--- src/rtl/adder_pkg.sv ---
// -----------------------------------------------------------------------------
// adder_pkg
// Shared definitions for the multi-cycle chunked adder:
//   - state_t       : controller state encoding (IDLE, RUN, DONE)
//   - DEFAULT_WIDTH : default operand/sum width
//   - DEFAULT_CHUNK : default number of bits added per clock
//   - MIN_WIDTH / MAX_WIDTH : legal operand width range
// -----------------------------------------------------------------------------
package adder_pkg;

  localparam int DEFAULT_WIDTH = 8;
  localparam int DEFAULT_CHUNK = 2;
  localparam int MIN_WIDTH     = 2;
  localparam int MAX_WIDTH     = 64;

  typedef enum logic [1:0] {
    IDLE = 2'd0,
    RUN  = 2'd1,
    DONE = 2'd2
  } state_t;

endpackage

--- src/rtl/chunk_adder.sv ---
// -----------------------------------------------------------------------------
// chunk_adder
// Purely combinational CHUNK-bit ripple slice used once per RUN cycle.
//
// Parameters:
//   CHUNK : slice width in bits (>= 1)
// Ports:
//   a, b  : in  [CHUNK-1:0] slice operands
//   cin   : in  carry into bit 0 of the slice
//   s     : out [CHUNK-1:0] slice sum
//   cout  : out carry out of the slice MSB
//   c_msb : out carry into the slice MSB (needed for signed overflow)
// -----------------------------------------------------------------------------
module chunk_adder #(
  parameter int CHUNK = 2
) (
  input  logic [CHUNK-1:0] a,
  input  logic [CHUNK-1:0] b,
  input  logic             cin,
  output logic [CHUNK-1:0] s,
  output logic             cout,
  output logic             c_msb
);

  logic [CHUNK:0] total;

  assign total = {1'b0, a} + {1'b0, b} + {{CHUNK{1'b0}}, cin};
  assign s     = total[CHUNK-1:0];
  assign cout  = total[CHUNK];

  // The MSB sum bit is a ^ b ^ carry_in, so the carry into the MSB falls out
  // of the sum without a second adder. For CHUNK=1 this is simply cin.
  assign c_msb = s[CHUNK-1] ^ a[CHUNK-1] ^ b[CHUNK-1];

endmodule

--- src/rtl/multicycle_adder.sv ---
// -----------------------------------------------------------------------------
// multicycle_adder
// Adds two WIDTH-bit operands CHUNK bits per clock using a single chunk_adder
// slice. N = WIDTH/CHUNK RUN cycles per addition; done pulses for one cycle
// when the result is valid, and results hold until the next accepted start.
//
// Optional feature (macro SUBTRACT_EN): adds input 'sub'. With sub=1 the
// operation is a + ~b + 1 (c_in ignored); carry=1 then means "no borrow".
//
// Parameters:
//   WIDTH : operand/sum width, 2..64
//   CHUNK : bits added per clock, must divide WIDTH
// Ports:
//   clk      : in  clock, rising edge
//   rst_n    : in  asynchronous active-low reset
//   start    : in  request; accepted when not busy (IDLE or DONE)
//   a, b     : in  [WIDTH-1:0] operands
//   c_in     : in  carry into bit 0
//   sub      : in  subtract select (only with SUBTRACT_EN)
//   busy     : out high exactly while in RUN
//   done     : out one-cycle pulse, result valid
//   sum      : out [WIDTH-1:0] result
//   carry    : out carry out of bit WIDTH-1
//   overflow : out two's-complement signed overflow
// -----------------------------------------------------------------------------
module multicycle_adder
  import adder_pkg::*;
#(
  parameter int WIDTH = DEFAULT_WIDTH,
  parameter int CHUNK = DEFAULT_CHUNK
) (
  input  logic             clk,
  input  logic             rst_n,
  input  logic             start,
  input  logic [WIDTH-1:0] a,
  input  logic [WIDTH-1:0] b,
  input  logic             c_in,
`ifdef SUBTRACT_EN
  input  logic             sub,
`endif
  output logic             busy,
  output logic             done,
  output logic [WIDTH-1:0] sum,
  output logic             carry,
  output logic             overflow
);

  localparam int N     = (CHUNK > 0) ? (WIDTH / CHUNK) : 1;
  localparam int CNT_W = (N > 1) ? $clog2(N) : 1;
  localparam logic [CNT_W-1:0] LAST = CNT_W'(N - 1);

  // Elaboration-time parameter checks.
  if (WIDTH < MIN_WIDTH || WIDTH > MAX_WIDTH) begin : g_bad_width
    $error("multicycle_adder: WIDTH=%0d outside %0d..%0d", WIDTH, MIN_WIDTH, MAX_WIDTH);
  end
  if (CHUNK < 1 || CHUNK > WIDTH || (WIDTH % CHUNK) != 0) begin : g_bad_chunk
    $error("multicycle_adder: CHUNK=%0d does not divide WIDTH=%0d", CHUNK, WIDTH);
  end

  state_t           state;
  logic [CNT_W-1:0] cnt;
  logic [WIDTH-1:0] a_q;      // operands shift right one chunk per RUN cycle,
  logic [WIDTH-1:0] b_q;      // so the active chunk is always at [CHUNK-1:0]
  logic             run_c;    // carry between chunks

  logic [WIDTH-1:0] b_sel;
  logic             cin_sel;

  logic [CHUNK-1:0] chunk_s;
  logic             chunk_cout;
  logic             chunk_c_msb;
  logic [WIDTH-1:0] chunk_placed;

  // Operand conditioning at accept time. Subtraction is folded into the
  // operands so the datapath is identical for both operations.
  // NOTE: every output of a combinational block is assigned on all paths
  // (here by a default first) so no latch is inferred.
  always_comb begin
    b_sel   = b;
    cin_sel = c_in;
`ifdef SUBTRACT_EN
    if (sub) begin
      b_sel   = ~b;
      cin_sel = 1'b1;
    end
`endif
  end

  chunk_adder #(
    .CHUNK (CHUNK)
  ) u_chunk (
    .a     (a_q[CHUNK-1:0]),
    .b     (b_q[CHUNK-1:0]),
    .cin   (run_c),
    .s     (chunk_s),
    .cout  (chunk_cout),
    .c_msb (chunk_c_msb)
  );

  // The sum register fills from the top: each new chunk enters at the MSB end
  // while earlier chunks shift down, so after N cycles chunk i sits at
  // sum[i*CHUNK +: CHUNK]. Works unchanged for CHUNK == WIDTH.
  assign chunk_placed = WIDTH'(chunk_s) << (WIDTH - CHUNK);

  // NOTE: all state uses non-blocking assignments so every register sees the
  // pre-edge values of the others, independent of statement order.
  // NOTE: the operand registers are reset along with the control state even
  // though their value is don't-care in IDLE; it keeps the datapath free of X
  // after reset and costs nothing at this size.
  always_ff @(posedge clk or negedge rst_n) begin
    if (!rst_n) begin
      state    <= IDLE;
      cnt      <= '0;
      a_q      <= '0;
      b_q      <= '0;
      run_c    <= 1'b0;
      busy     <= 1'b0;
      done     <= 1'b0;
      sum      <= '0;
      carry    <= 1'b0;
      overflow <= 1'b0;
    end else begin
      case (state)
        IDLE, DONE: begin
          done <= 1'b0;
          if (start) begin
            a_q   <= a;
            b_q   <= b_sel;
            run_c <= cin_sel;
            cnt   <= '0;
            busy  <= 1'b1;
            state <= RUN;
          end else begin
            state <= IDLE;
          end
        end

        RUN: begin
          // start is deliberately not looked at here.
          a_q   <= a_q >> CHUNK;
          b_q   <= b_q >> CHUNK;
          run_c <= chunk_cout;
          sum   <= (sum >> CHUNK) | chunk_placed;
          cnt   <= cnt + CNT_W'(1);
          if (cnt == LAST) begin
            state    <= DONE;
            busy     <= 1'b0;
            done     <= 1'b1;
            carry    <= chunk_cout;
            overflow <= chunk_c_msb ^ chunk_cout;
          end
        end

        default: begin
          state <= IDLE;
          busy  <= 1'b0;
          done  <= 1'b0;
        end
      endcase
    end
  end

endmodule

--- config.mk ---
export PLATFORM = sky130hd
export DESIGN_NAME = multicycle_adder
export DESIGN_NICKNAME = d
export VERILOG_FILES = /design/src/rtl/adder_pkg.sv /design/src/rtl/chunk_adder.sv /design/src/rtl/multicycle_adder.sv
export SDC_FILE = /design/constraint.sdc
export NUM_CORES = 1
export LEC_CHECK = 0
export ABC_AREA = 1
export BUFFER_PORTS_ARGS = -buffer_cell sky130_fd_sc_hd__buf_2
export CORE_MARGIN = 2
export CORE_UTILIZATION = 55
export DETAILED_ROUTE_END_ITERATION = 12
export MAX_ROUTING_LAYER = met4
export PLACE_DENSITY = 0.81
export SKIP_LAST_GASP = 1
export SLEW_MARGIN = 20
export SYNTH_ARGS = -nofsm -noshare
export SYNTH_HDL_FRONTEND = slang
export SYNTH_SLANG_ARGS = --single-unit
--- constraint.sdc ---
create_clock -name clk -period 4.85 [get_ports clk]
set_clock_uncertainty 0.05 [all_clocks]
set_input_delay 0.485 -clock clk [delete_from_list [all_inputs] [get_ports clk]]
set_output_delay 0.485 -clock clk [all_outputs]
set_load 0.1 [all_outputs]
Yosys cells after proc, flatten, opt, wreduce, memory -nomap -nowiden
Cells that the tools add are included.
{ "totals": {"ff_bits": 33, "latchBits": 0, "ramBits": 0, "romBits": 0, "input_bits": 20, "output_inout_bits": 12, "wordCells": 44, "n_memories": 0} }
{ "classes": {"n_addsub": 3, "multipliers": 0, "div": 0, "order_cmp": 0, "eq_ne": 5, "shifts": 0, "muxes": 16, "bitwise": 4, "n_reduce_logical": 6} }
{ "ops": {"columns": ["operator", "count"], "rows": [
  ["$pmux 8 s2", 2],
  ["$mux 8", 2],
  ["$or 6x8->8", 1],
  ["$pmux 2 s2", 2],
  ["$mux 1", 6],
  ["$reduce_and 2->1", 3],
  ["$eq 2x2->1 const B", 2],
  ["$mux 2", 2],
  ["$ne 2x2->1 const B", 2],
  ["$pmux 1 s2", 2],
  ["$add 2x2->3", 1],
  ["$add 3x1->3", 1],
  ["$xor 1x1->1", 3],
  ["$add 2x1->2 const B", 1],
  ["$eq 2x1->1 const B", 1],
  ["$logic_not 2->1", 1],
  ["$reduce_bool 2->1", 1],
  ["$reduce_or 2->1", 1]
]} }

Longest topological paths before layout
{ "depth": {"ltp_word": 5, "depth_mapped": 9, "ltp_nobuf": 9} }

Hierarchy
From an unflattened synthesis, not the netlist that was laid out.
{ "unflattened": {"cells_unflattened": 204, "hier_area_um2": 1600.3} }
{ "by_module_without_submodules": {"columns": ["mod", "n_inst", "cells_per_inst", "area_per_inst_um2", "seq_area_each_um2"], "rows": [
  ["multicycle_adder", 1, 188, 1506.4, 800.8],
  ["chunk_adder", 1, 16, 93.8, 0.0]
]} }

Least setup slack after synthesis
OpenSTA, ideal clock, no wires.
{ "synth_path": {"kind": "reg-to-reg", "from": "register a_q[0]", "to": "register overflow", "setup_time_ns": 0.122, "arrival_time_ns": 1.617, "required_time_ns": 4.678, "path_slack_ns": 3.062, "path_stages_with_launch": 8, "n_path_buf": 0, "period_less_slack_ns": 1.788, "path_cell_list": "dfrtp_1 inv_1 fa_1 fa_1 xnor2_1 nand2_1 nand3_1 nand2_1"} }
{ "synth_between": {"elab_chain_len": 5} }
{ "synth_lines": {"columns": ["element", "line_no", "rtl"], "rows": [
  ["start: declaration", "multicycle_adder.sv:62", "logic [WIDTH-1:0] a_q;"],
  ["start signal: assignment", "multicycle_adder.sv:140", "a_q <= a_q >> CHUNK;"],
  ["$add 2x2->3 (*)", "chunk_adder.sv:27", "assign total = {1'b0, a} + {1'b0, b} + {{CHUNK{1'b0}}, cin};"],
  ["$add 3x1->3 (*)", "chunk_adder.sv:27", null],
  ["$xor 1x1->1 (2 in series)", "chunk_adder.sv:33", "assign c_msb = s[CHUNK-1] ^ a[CHUNK-1] ^ b[CHUNK-1];"],
  ["$xor 1x1->1 (*)", "multicycle_adder.sv:150", "overflow <= chunk_c_msb ^ chunk_cout;"],
  ["end signal: assignment", "multicycle_adder.sv:150", null],
  ["end: declaration", "multicycle_adder.sv:45", "output logic overflow"]
]} }
Every way passes the cells marked *; elsewhere a longest branch is shown, timed or not.
A chain may end at the register's enable or synchronous reset.

Worst setup path in the final report
Ends and elaborated chain as after synthesis.

==> metrics.txt <==
status=finished, final reports clean; Setup CP Type=register to register; initial DRC count=29; PostCTS Resize Cnt=0; Post-Route WL=2920 um; max incr delay on CP=between 0.5 and 0.6 ns; Fill cells=208; Synth Area in Simple Gates=~20%; unrepaired setup endpoints after global routing=false; layout net count=between 200 and 250; Crit-path slowest cell=fa_1; cell count after synthesis=between 150 and 200; Antenna Nets Post-Route=0; Slew HR=a little over a third; Via density=between 5 and 6; post-CTS setup buffer count=0; fin crit share=approximately 40%; area grow syn2layout=15.2%; #FFs+latches synth=33; critical path fanouts, max=4; max_cap viols=0; Setup violations, final=0; reg2reg setup slack=a little under 3 ns; first-pass GRT wire length=about 4900 um; cells along the critical path=inv_1 > fa_1 > fa_1 > nand2_1 > nand2_1 > nand2_1 > nand3_1 > nand2_1; Port Buffers=31; fraction of the mapped netlist area in adder cells=around 3.7%; total core area=2450 um2; largest family of logic cells by synthesized area=simple AND/OR/NAND/NOR gates; Placer Congestion=roughly 0.78; mean cell area of the mapped netlist=about 9 um2; diode count=0; antenna violations before repair=0; total CTS buffers=5; reg-to-reg endpoint=overflow; CTS H-tree lvls=2; Post-Syn Nets=approximately 180; # rows=18; clock-pin slew of the registers on the worst-case setup and hold paths=roughly 0.10 ns; worst slew pin tran=between 0.9 and 1 ns; largest net degree at the start of global routing=34; Compound-Gate Fraction of Synth Area=~11%; Setup crit end kind=register; vias in the first global route=1,144; worst r2r path cells=8; share of post-route cells with drive strength above 1=21.2%; final-report hold violation count=0; min Tclk post-route=roughly 1.9 ns; CTS Hold Bufs=0; Max Slew Vio Count=0; fin area=about 1600 um2; Die Wd=roughly 55 um; Yosys cell types=19; synthesized cell area=1420 um2; total track usage=about a quarter; wire per inst=13.3 um; placed instance area=~1600 um2; Die H=~55 um; Worst Path Required=roughly 5.0 ns; CP Launch Type=register; Setup TNS=0 ns; post-synthesis sequential area ratio=between 50% and 60%; Final HPWL DP=slightly above 2000 um; synth warn=0; r2r startpoint=a_q[0]; GRT overflow=0; Post-Synth XOR/XNOR Area=less than 1%; FMAX=between 500 and 600 MHz; Initial Utilization=57.8%; post-synthesis mux area share=0%; Longest Clk Path Bufs=2; crit path DAT=between 2 and 2.5 ns; DRC=0; Vias=around 1,200; Die ar.=around 3000 um2; Hold WS=around 0.14 ns; IO Pins=32; insertion delay to the later sink of the worst-skew pair=0.33 ns; CTS tree=done; Clock Sinks=33; DRT Pass-1 Iters=4; Hold Crit Class=input port to async pin; CP most frequent cell=nand2_1; root buf cell=clkbuf_4
## worst max-delay path: cells and delay by family (launching register included)
family,cells,cell delay (ns)
simple gates,5,0.35
fa+ha+maj,2,1.01
buf+inv,1,0.06
flops,1,0.36
## cells in the final DEF, fill, tap and decap left out, types with 2 or more instances in the layout
master and n:
nand3_1 7, dfrtp_1 33, nor2_1 28, buf_2 31, clkbuf_4 5, o21ai_0 14, fa_1 2, inv_1 16
nand2_1 32, o22ai_1 12
## logic make-up (layout without fill, tap and decap cells)
| logic type | after synthesis | after routing |
|---|---|---|
| AO/OA/AOI/OAI | 28 | 28 |
| adder cells (fa/ha/maj) | 3 | 3 |
| XOR/XNOR | 1 | 1 |
| buffers and inverters | 22 | 55 |
| flip-flops | 33 | 33 |
| AND/OR/NAND/NOR | 69 | 69 |
## final cells by class
| type | instances | area, um2 | area share [%] |
|---|---|---|---|
| Timing Repair Buffer | 31 | 155 | 9.49 |
| Sequential cell | 33 | 826 | 50.5 |
| Clock buffer | 7 | 55.1 | 3.37 |
| Tap cell | 30 | 37.5 | 2.30 |
| Inverter | 17 | 63.8 | 3.91 |
| Multi-Input combinational cell | 101 | 497 | 30.4 |
## routing by layer
| layer | wire length [um] | track usage [%] |
|---|---|---|
| met2 | 1480 | 39.9 |
| met3 | 118 | 7.38 |
| met5 | 0 | - |
| met1 | 1290 | 27.9 |
| met4 | 31 | 9.58 |
## worst max-delay path by stage
stage                      start       end  slack [ns]
after floorplan           a_q[0]  overflow        3.06
after global placement    a_q[0]  overflow        3.01
after detailed placement  a_q[0]  overflow        2.93
after CTS                 a_q[0]  overflow        2.91
after global routing      a_q[0]  overflow        2.80
final                     a_q[0]  overflow        2.90
## state kept, by name, summed over array words and instances (netlist names)
signal / cells
carry: 1
sum: 8
done: 1
overflow: 1
busy: 1
run_c: 1
cnt: 2
b_q: 8
a_q: 8
state: 2
## cells in the mapped netlist
cell type,number,share of area (%)
nor2_1,28,7.4
o21ai_0,14,4.9
nand2_1,32,8.5
inv_2,1,0.26
ha_1,1,0.88
nand2_2,1,0.44
buf_6,1,0.79
nand2_4,1,0.79
xnor2_1,1,0.62
a21oi_1,1,0.35
o211ai_1,1,0.53
inv_1,16,4.2
buf_2,2,0.71
clkbuf_1,1,0.26
o22ai_1,12,5.3
fa_1,2,2.8
buf_4,1,0.53
nand3_1,7,2.5
dfrtp_1,33,58
## per-stage QoR
stage | util, % | setup WS, ns | instances
2_1_floorplan | - | 3.06 | 156
3_3_place_gp | 64.3 | 3.01 | 212
3_5_place_dp | 64.3 | 2.93 | 212
4_1_cts | 66.6 | 2.91 | 219
5_1_grt | 66.6 | 2.80 | 219
6_report | 66.6 | 2.90 | 219
Power is not shown: default switching activity piles up to over one toggle a cycle in this logic, so the estimate is an artifact.
